$ cat config.mk
export PLATFORM = sky130hd
export DESIGN_NAME = msg_send
export DESIGN_NICKNAME = d
export VERILOG_FILES = /design/src/rtl/msg_send_pkg.sv /design/src/rtl/msg_buf.sv /design/src/rtl/msg_send.sv
export SDC_FILE = /design/constraint.sdc
export NUM_CORES = 1
export LEC_CHECK = 0
export ABC_CLOCK_PERIOD_IN_PS = 6100
export CORE_MARGIN = 1.5
export CORE_UTILIZATION = 40
export CTS_BUF_LIST = sky130_fd_sc_hd__clkbuf_4
export DETAILED_ROUTE_END_ITERATION = 8
export GPL_TIMING_DRIVEN = 0
export PLACE_DENSITY = 0.67
export SLEW_MARGIN = 20
export SYNTH_ARGS = -nofsm -noshare
export SYNTH_HDL_FRONTEND = slang
export SYNTH_HIERARCHICAL = 1
export SYNTH_SLANG_ARGS = --single-unit
$ cat constraint.sdc
create_clock -name clk -period 6.1 [get_ports clk]
set_input_delay 1.22 -clock clk [delete_from_list [all_inputs] [get_ports clk]]
set_output_delay 1.22 -clock clk [all_outputs]
set_load 0.05 [all_outputs]
$ cat src/rtl/msg_send_pkg.sv
// Shared types and defaults for the UART console message sender.
// Holds the FSM state encoding, the default bus addresses and the character width.
package msg_send_pkg;

   typedef enum logic [1:0] {
      IDLE = 2'd0,
      SEND = 2'd1,
      DONE = 2'd2
   } state_t;

   localparam int          CHAR_W          = 8;
   localparam logic [31:0] DEF_STATUS_ADDR = 32'h3000_0004;
   localparam logic [31:0] DEF_BUF_BASE    = 32'h3000_1000;

endpackage

$ cat src/rtl/msg_buf.sv
// Character buffer for msg_send: DEPTH x CHAR_W register file.
// Synchronous write, combinational read by index, synchronous clear on reset.
module msg_buf
   import msg_send_pkg::*;
#(
   parameter int DEPTH = 16,
   parameter int IDX_W = $clog2(DEPTH)
) (
   input  logic              clk,
   input  logic              rst,
   input  logic              we,
   input  logic [IDX_W-1:0]  waddr,
   input  logic [CHAR_W-1:0] wdata,
   input  logic [IDX_W-1:0]  raddr,
   output logic [CHAR_W-1:0] rdata
);

   logic [CHAR_W-1:0] mem [DEPTH];

   always_ff @(posedge clk) begin
      if (rst) begin
         for (int i = 0; i < DEPTH; i++) begin
            mem[i] <= '0;
         end
      end else if (we) begin
         mem[waddr] <= wdata;
      end
   end

   assign rdata = mem[raddr];

endmodule

$ cat src/rtl/msg_send.sv
// CPU-loadable message transmitter snooping the ex-to-mem bus.
// Emits one buffered character per idle-UART status poll, with repeat, abort and error reporting.
module msg_send
   import msg_send_pkg::*;
#(
   parameter int          DEPTH       = 16,
   parameter logic [31:0] STATUS_ADDR = DEF_STATUS_ADDR,
   parameter int          BUSY_BIT    = 0,
   parameter logic [31:0] BUF_BASE    = DEF_BUF_BASE,
   parameter int          LEN_W       = $clog2(DEPTH+1)
) (
   input  logic             clk,
   input  logic             rst,
   input  logic             start_i,
   input  logic             abort_i,
   input  logic [LEN_W-1:0] len_i,
   input  logic [7:0]       repeat_i,
   input  logic             mem_req_i,
   input  logic             mem_we_i,
   input  logic [31:0]      mem_addr_i,
   input  logic [31:0]      mem_wdata_i,
   input  logic [31:0]      mem_rdata_i,
   output logic [31:0]      char_o,
   output logic             busy_o,
   output logic             ready_o,
   output logic             done_o,
   output logic             err_o
);

   localparam int          IDX_W     = $clog2(DEPTH);
   localparam logic [31:0] WIN_BYTES = 32'(4 * DEPTH);

   state_t             state;
   logic [IDX_W-1:0]   idx;
   logic [7:0]         pass;
   logic [LEN_W-1:0]   len_q;
   logic [7:0]         rep_q;
   logic [31:0]        offset;
   logic               in_win;
   logic               buf_we;
   logic               poll;
   logic               len_ok;
   logic               last_idx;
   logic [CHAR_W-1:0]  rd_char;
   logic               unused_bits;

   // Bus decode: the window compare uses the full offset, so wrap-around below BUF_BASE is rejected.
   assign offset   = mem_addr_i - BUF_BASE;
   assign in_win   = (mem_addr_i >= BUF_BASE) && (offset < WIN_BYTES) && (mem_addr_i[1:0] == 2'b00);
   assign buf_we   = mem_req_i & mem_we_i & in_win & ~busy_o;
   assign poll     = mem_req_i & ~mem_we_i & (mem_addr_i == STATUS_ADDR) & ~mem_rdata_i[BUSY_BIT];
   assign len_ok   = (len_i != '0) && (len_i <= LEN_W'(DEPTH));
   assign last_idx = (LEN_W'(idx) == (len_q - LEN_W'(1)));

   assign unused_bits = ^{mem_wdata_i[31:CHAR_W], mem_rdata_i, offset[1:0]};

   msg_buf #(
      .DEPTH (DEPTH),
      .IDX_W (IDX_W)
   ) u_buf (
      .clk   (clk),
      .rst   (rst),
      .we    (buf_we),
      .waddr (offset[IDX_W+1:2]),
      .wdata (mem_wdata_i[CHAR_W-1:0]),
      .raddr (idx),
      .rdata (rd_char)
   );

   always_ff @(posedge clk) begin
      if (rst) begin
         state   <= IDLE;
         idx     <= '0;
         pass    <= '0;
         len_q   <= '0;
         rep_q   <= '0;
         char_o  <= '0;
         busy_o  <= 1'b0;
         ready_o <= 1'b0;
         done_o  <= 1'b0;
         err_o   <= 1'b0;
      end else begin
         ready_o <= 1'b0;
         done_o  <= 1'b0;
         err_o   <= 1'b0;
         case (state)
            IDLE: begin
               // An abort arriving with a start suppresses the start entirely.
               if (!abort_i && start_i) begin
                  if (len_ok) begin
                     len_q  <= len_i;
                     rep_q  <= repeat_i;
                     idx    <= '0;
                     pass   <= '0;
                     state  <= SEND;
                     busy_o <= 1'b1;
                  end else begin
                     err_o <= 1'b1;
                  end
               end
            end
            SEND: begin
               if (abort_i) begin
                  state  <= IDLE;
                  busy_o <= 1'b0;
               end else if (poll) begin
                  char_o  <= 32'(rd_char);
                  ready_o <= 1'b1;
                  if (!last_idx) begin
                     idx <= idx + IDX_W'(1);
                  end else if (pass != rep_q) begin
                     idx  <= '0;
                     pass <= pass + 8'd1;
                  end else begin
                     state  <= DONE;
                     done_o <= 1'b1;
                  end
               end
            end
            DONE: begin
               state  <= IDLE;
               busy_o <= 1'b0;
            end
            default: begin
               state  <= IDLE;
               busy_o <= 1'b0;
            end
         endcase
      end
   end

endmodule

# After elaboration in Yosys (flattened, before gate mapping)
# Memories as Yosys holds them, arrays and structs flattened. A register that Yosys moved wholly into a read port is not among the register bits.
# Index checks and enable logic that the tools add are counted.
# word_totals
in_bits	115
memories	1
ff_bits	31
ramBits	128
out_inout_bits	36
word_cells	102
# op_classes
n_bitwise	15
magnitude_cmp	3
reduce_logical	19
add_sub_neg	4
eq_ne	15
mux	36
# memory_table
name	words	word_bits	rd	rd_clocked_by_memory_dff	wr	line	source
u_buf.mem	16	8	1	1	16	msg_buf.sv:18	logic [CHAR_W-1:0] mem [DEPTH];
# op_table
op	n
2-to-1 mux 8 bit	7
equality test 32 x 30 -> 1 bit, second input constant	1
>= comparator 32 x 30 -> 1 bit, second input constant	1
less-than comparator 32 x 7 -> 1 bit, second input constant	1
subtractor 32 x 30 -> 32 bit, second input constant	1
2-to-1 mux 4 bit	7
one-hot mux 8 bit (2 select lines)	1
!= test 2 bit, second input constant	7
2-to-1 mux 1 bit	12
2-to-1 mux 2 bit	6
!= test 3 bit, second input constant	4
inverter 1 bit	9
AND reduction 3 bit	3
adder 8 x 1 -> 8 bit, second input constant	1
!= test 8 bit	1
one-hot mux 4 bit (2 select lines)	1
OR reduction 8 bit	1
AND reduction 7 bit	1
bitwise AND 1 bit	6
AND reduction 6 bit	1
OR reduction 3 bit	2
equality test 4 x 5 -> 1 bit	1
<= comparator 5 bit, second input constant	1
AND reduction 5 bit	1
11 further kinds	15

# Longest topological paths before layout
# logic_depth
depth_word	11
depth_mapped	9
mapped_depth_nobuf	8

# By module
# Netlist, hierarchy kept.
# by_module_without_submodules
mod	cells_each	n_inst	area_per_inst_um2	seq_area_each_um2
msg_buf	375	1	5861.9	3843.7
msg_send	240	1	2137.0	780.7

# Worst setup path before layout
# OpenSTA, ideal clock, no wires.
# synth_path
kind	in2reg
from	input mem_addr_i[13]
to	memory u_buf.mem[0][0], enable pin
setup_time_ps	309
cell_stages	8
path_buffers	0
arrival_time_ps	3347
required_time_ps	5791
setup_slack_ps	2443
cell_sequence	nor3_1 > mux2_2 > nor2_1 > a31oi_1 > nor4_1 > or4b_4 > nor3_2 > or2_2
# synth_rtl
item	line	source
start, declared	msg_send.sv:20	input logic [31:0] mem_addr_i,
end, declared	msg_buf.sv:18	

==> results by group <==
Clocking
  • Post-CTS Setup Bufs: 0
  • Depth of the CTS H-tree: 4
  • PostCTS Resize Cnt: 0
  • CTS root buffer: clkbuf_4
  • Cts bufs inserted: 17
  • CTS tree: built
  • Hold_buf cts: 0
  • Clock latency on the worst-skew pair: 0.56 ns
  • Clock Sinks: 167
  • CTS max path bufs: 2
  • CTS clk-pin slew, worst paths: 0.14 ns

Final layout
  • P&R area growth vs syn: 17.7%
  • Area of the multi-input gates: 3140 sq um
  • Layout cell share with drive strength beyond 1: 16.6%
  • Total Nets Final: 846
  • FILL cells: 1764
  • Final core utilization: 48.2%
  • Register Area: 4620 sq um

Synth
  • Yosys reg bits: 167
  • Synth cell count leaders: and2_1, edfxtp_1, dfxtp_1
  • Top FF cell, synth: edfxtp_1
  • Yosys cell types: 53
  • Synth async-reset ratio: 0%
  • Synthesized area per cell: 13.0 sq um
  • Yosys warns: 6
  • Top-count cell post-synth: and2_1
  • Sequential-to-total area share from yosys stat: 57.8%
  • Top area cells in the synthesized netlist: edfxtp_1, and2_1, dfxtp_1
  • Mapped Cells: 615
  • Post-synth top area share: 48.1%
  • Synthesized area: 8000 sq um
  • Cell taking the most area after synthesis: edfxtp_1
  • Post-synth EDFFs: 128

Timing
  • F_max: 215 MHz
  • Final setup TNS: 0 ns
  • Final Hold Vio Count: 0
  • Final Cycle Share: 76.2%
  • Actual slew at the worst max-slew pin: 1.11 ns
  • Final count of pins violating max slew: 0
  • Count of final setup violators: 0
  • Setup Skew: 0.0212 ns
  • Final min period: 4.65 ns
  • Final Hold Slack: 0.517 ns
  • RSZ-0062 raised after global routing: false
  • Max_slew headroom: 25.5%

Global route
  • Vias in the first global route: 5215
  • Total congestion overflow: 0
  • Largest net degree at the start of global routing: 17
  • Antenna violations before repair: 1
  • First-pass GRT wire length: 29.3 mm
  • Total track usage: 19.7%

Worst setup path
  • Arrival @ worst endpoint: 4.90 ns
  • Kind of start point of the critical path: input port
  • CP required: 6.36 ns
  • Setup crit end kind: flip-flop
  • Crit Path Category: input port to flip-flop
  • Crit-path max FO: 9

Floorplanning
  • Core box area: 19500 sq um
  • Row cnt: 51
  • Die W: 144 um
  • Io pins: 151
  • Die area: 20900 sq um
  • Initial Utilization: 41.0%
  • Height of the die: 144 um

Placement
  • Post-DP HPWL: 14.1 mm
  • Placer Congestion: 0.881
  • Port-buffer cells: 71

Detailed routing
  • Number of routed nets with antenna violations: 0
  • Drt wl/cell: 19.7 um
  • DR vias/cell: 5.30
  • Pre-antenna DRT Iters: 5
  • Iter 0 DRT Violations: 402
  • DRC: 0
  • Routed vias: 5337
  • Final WL: 19.8 mm

Power
  • Pwr dens: 227 nW/um^2
  • Peak VDD IR: 0.000154 V
  • P_leak: 3.37 nW

Flow run
  • Max-cap violations: 0

Status
  • Status: finished, final reports clean

Min path
  • Hold WC Path Type: flip-flop to flip-flop
[layer usage]
metal  part of all wire, %  GRT usage (%)  up-vias
met1                    40           25.3     2637
met5                     0              0        -
met4                   1.2           5.37        0
met2                    49           33.2      228
li1                      -              -     2456
met3                   9.1           5.00       16
[state kept, by name (all words and copies together) (netlist names)]
register   flops
u_buf/mem    128
done_o         1
busy_o         1
idx            4
char_o         8
len_q          5
ready_o        1
err_o          1
pass           8
state          2
rep_q          8
[kinds of logic (layout without fill, tap and decap cells)]
logic type / after synthesis / count (layout) / share of synthesized area (%)
flip-flops: 167 / 167 / 57.8
XOR/XNOR: 13 / 13 / 1.61
AND/OR/NAND/NOR: 269 / 269 / 20.2
adder cells (fa/ha/maj): 3 / 3 / 0.469
other: 1 / 25 / 0.0469
AO/OA/AOI/OAI: 62 / 62 / 5.43
buffers and inverters: 57 / 160 / 4.04
multiplexers: 43 / 43 / 10.4
[report_power, final]
| group | internal, mW | switching (mW) |
|---|---|---|
| clock | 0.249 | 0.397 |
| combinational | 0.0949 | 0.128 |
| sequential | 1.25 | 0.0129 |
[layout by cell type (no fill, tap or decap), types with 11 or more instances in the layout]
cell | Yosys | layout
clkdlybuf4s50_1 | 0 | 71
xor2_1 | 11 | 11
buf_4 | 26 | 26
conb_1 | 1 | 24
edfxtp_1 | 128 | 128
a22o_1 | 11 | 11
or2_2 | 18 | 18
and2_1 | 131 | 131
dfxtp_1 | 39 | 39
nand2_1 | 23 | 23
mux4_2 | 32 | 32
a22oi_1 | 16 | 16
o21ai_0 | 12 | 12
nor2_1 | 27 | 27
clkbuf_4 | 0 | 18
clkbuf_1 | 18 | 18
[worst max-delay path, cell delays in order]
cell and delay [ns]:
clkdlybuf4s50_1 0.47, nor3_1 0.22, mux2_2 0.36, nor2_1 0.08, a31oi_1 0.04, nor4_1 0.96
nand4bb_1 0.31, nor3_1 0.84, or2_2 0.40
[worst paths after layout]
kind | cells after the start | start | slack, ns | to
min reg2reg | 2 | char_o[4] | 0.52 | char_o[4]
max reg2reg | 6 | busy_o | 2.52 | u_buf/mem[4][0]
max | 9 | mem_addr_i[13] | 1.45 | u_buf/mem[4][0]
min | 2 | char_o[4] | 0.52 | char_o[4]
[stage by stage]
step / setup slack, ns / cell area (sq um) / total power, mW / std cells
floorplan: 2.44 / 8090 / 1.43 / 638
CTS: 1.62 / 9410 / 2.16 / 1006
finish: 1.45 / 9420 / 2.14 / 1007
detailed placement: 1.00 / 9130 / 1.52 / 974
global placement: 1.06 / 9130 / 1.51 / 974
global route: 1.31 / 9420 / 2.23 / 1007
[layout make-up]
class | count | share of cell area (%)
antenna | 1 | 0.0266
multi-input combinational | 414 | 33.3
tap | 265 | 3.52
inverter | 5 | 0.199
clock buffer | 18 | 1.44
sequential | 167 | 49.1
buffer | 52 | 3.23
timing repair buffer | 71 | 7.55
clock inverter | 14 | 1.61
No activity file was read; power rests on OpenSTA's default activity.
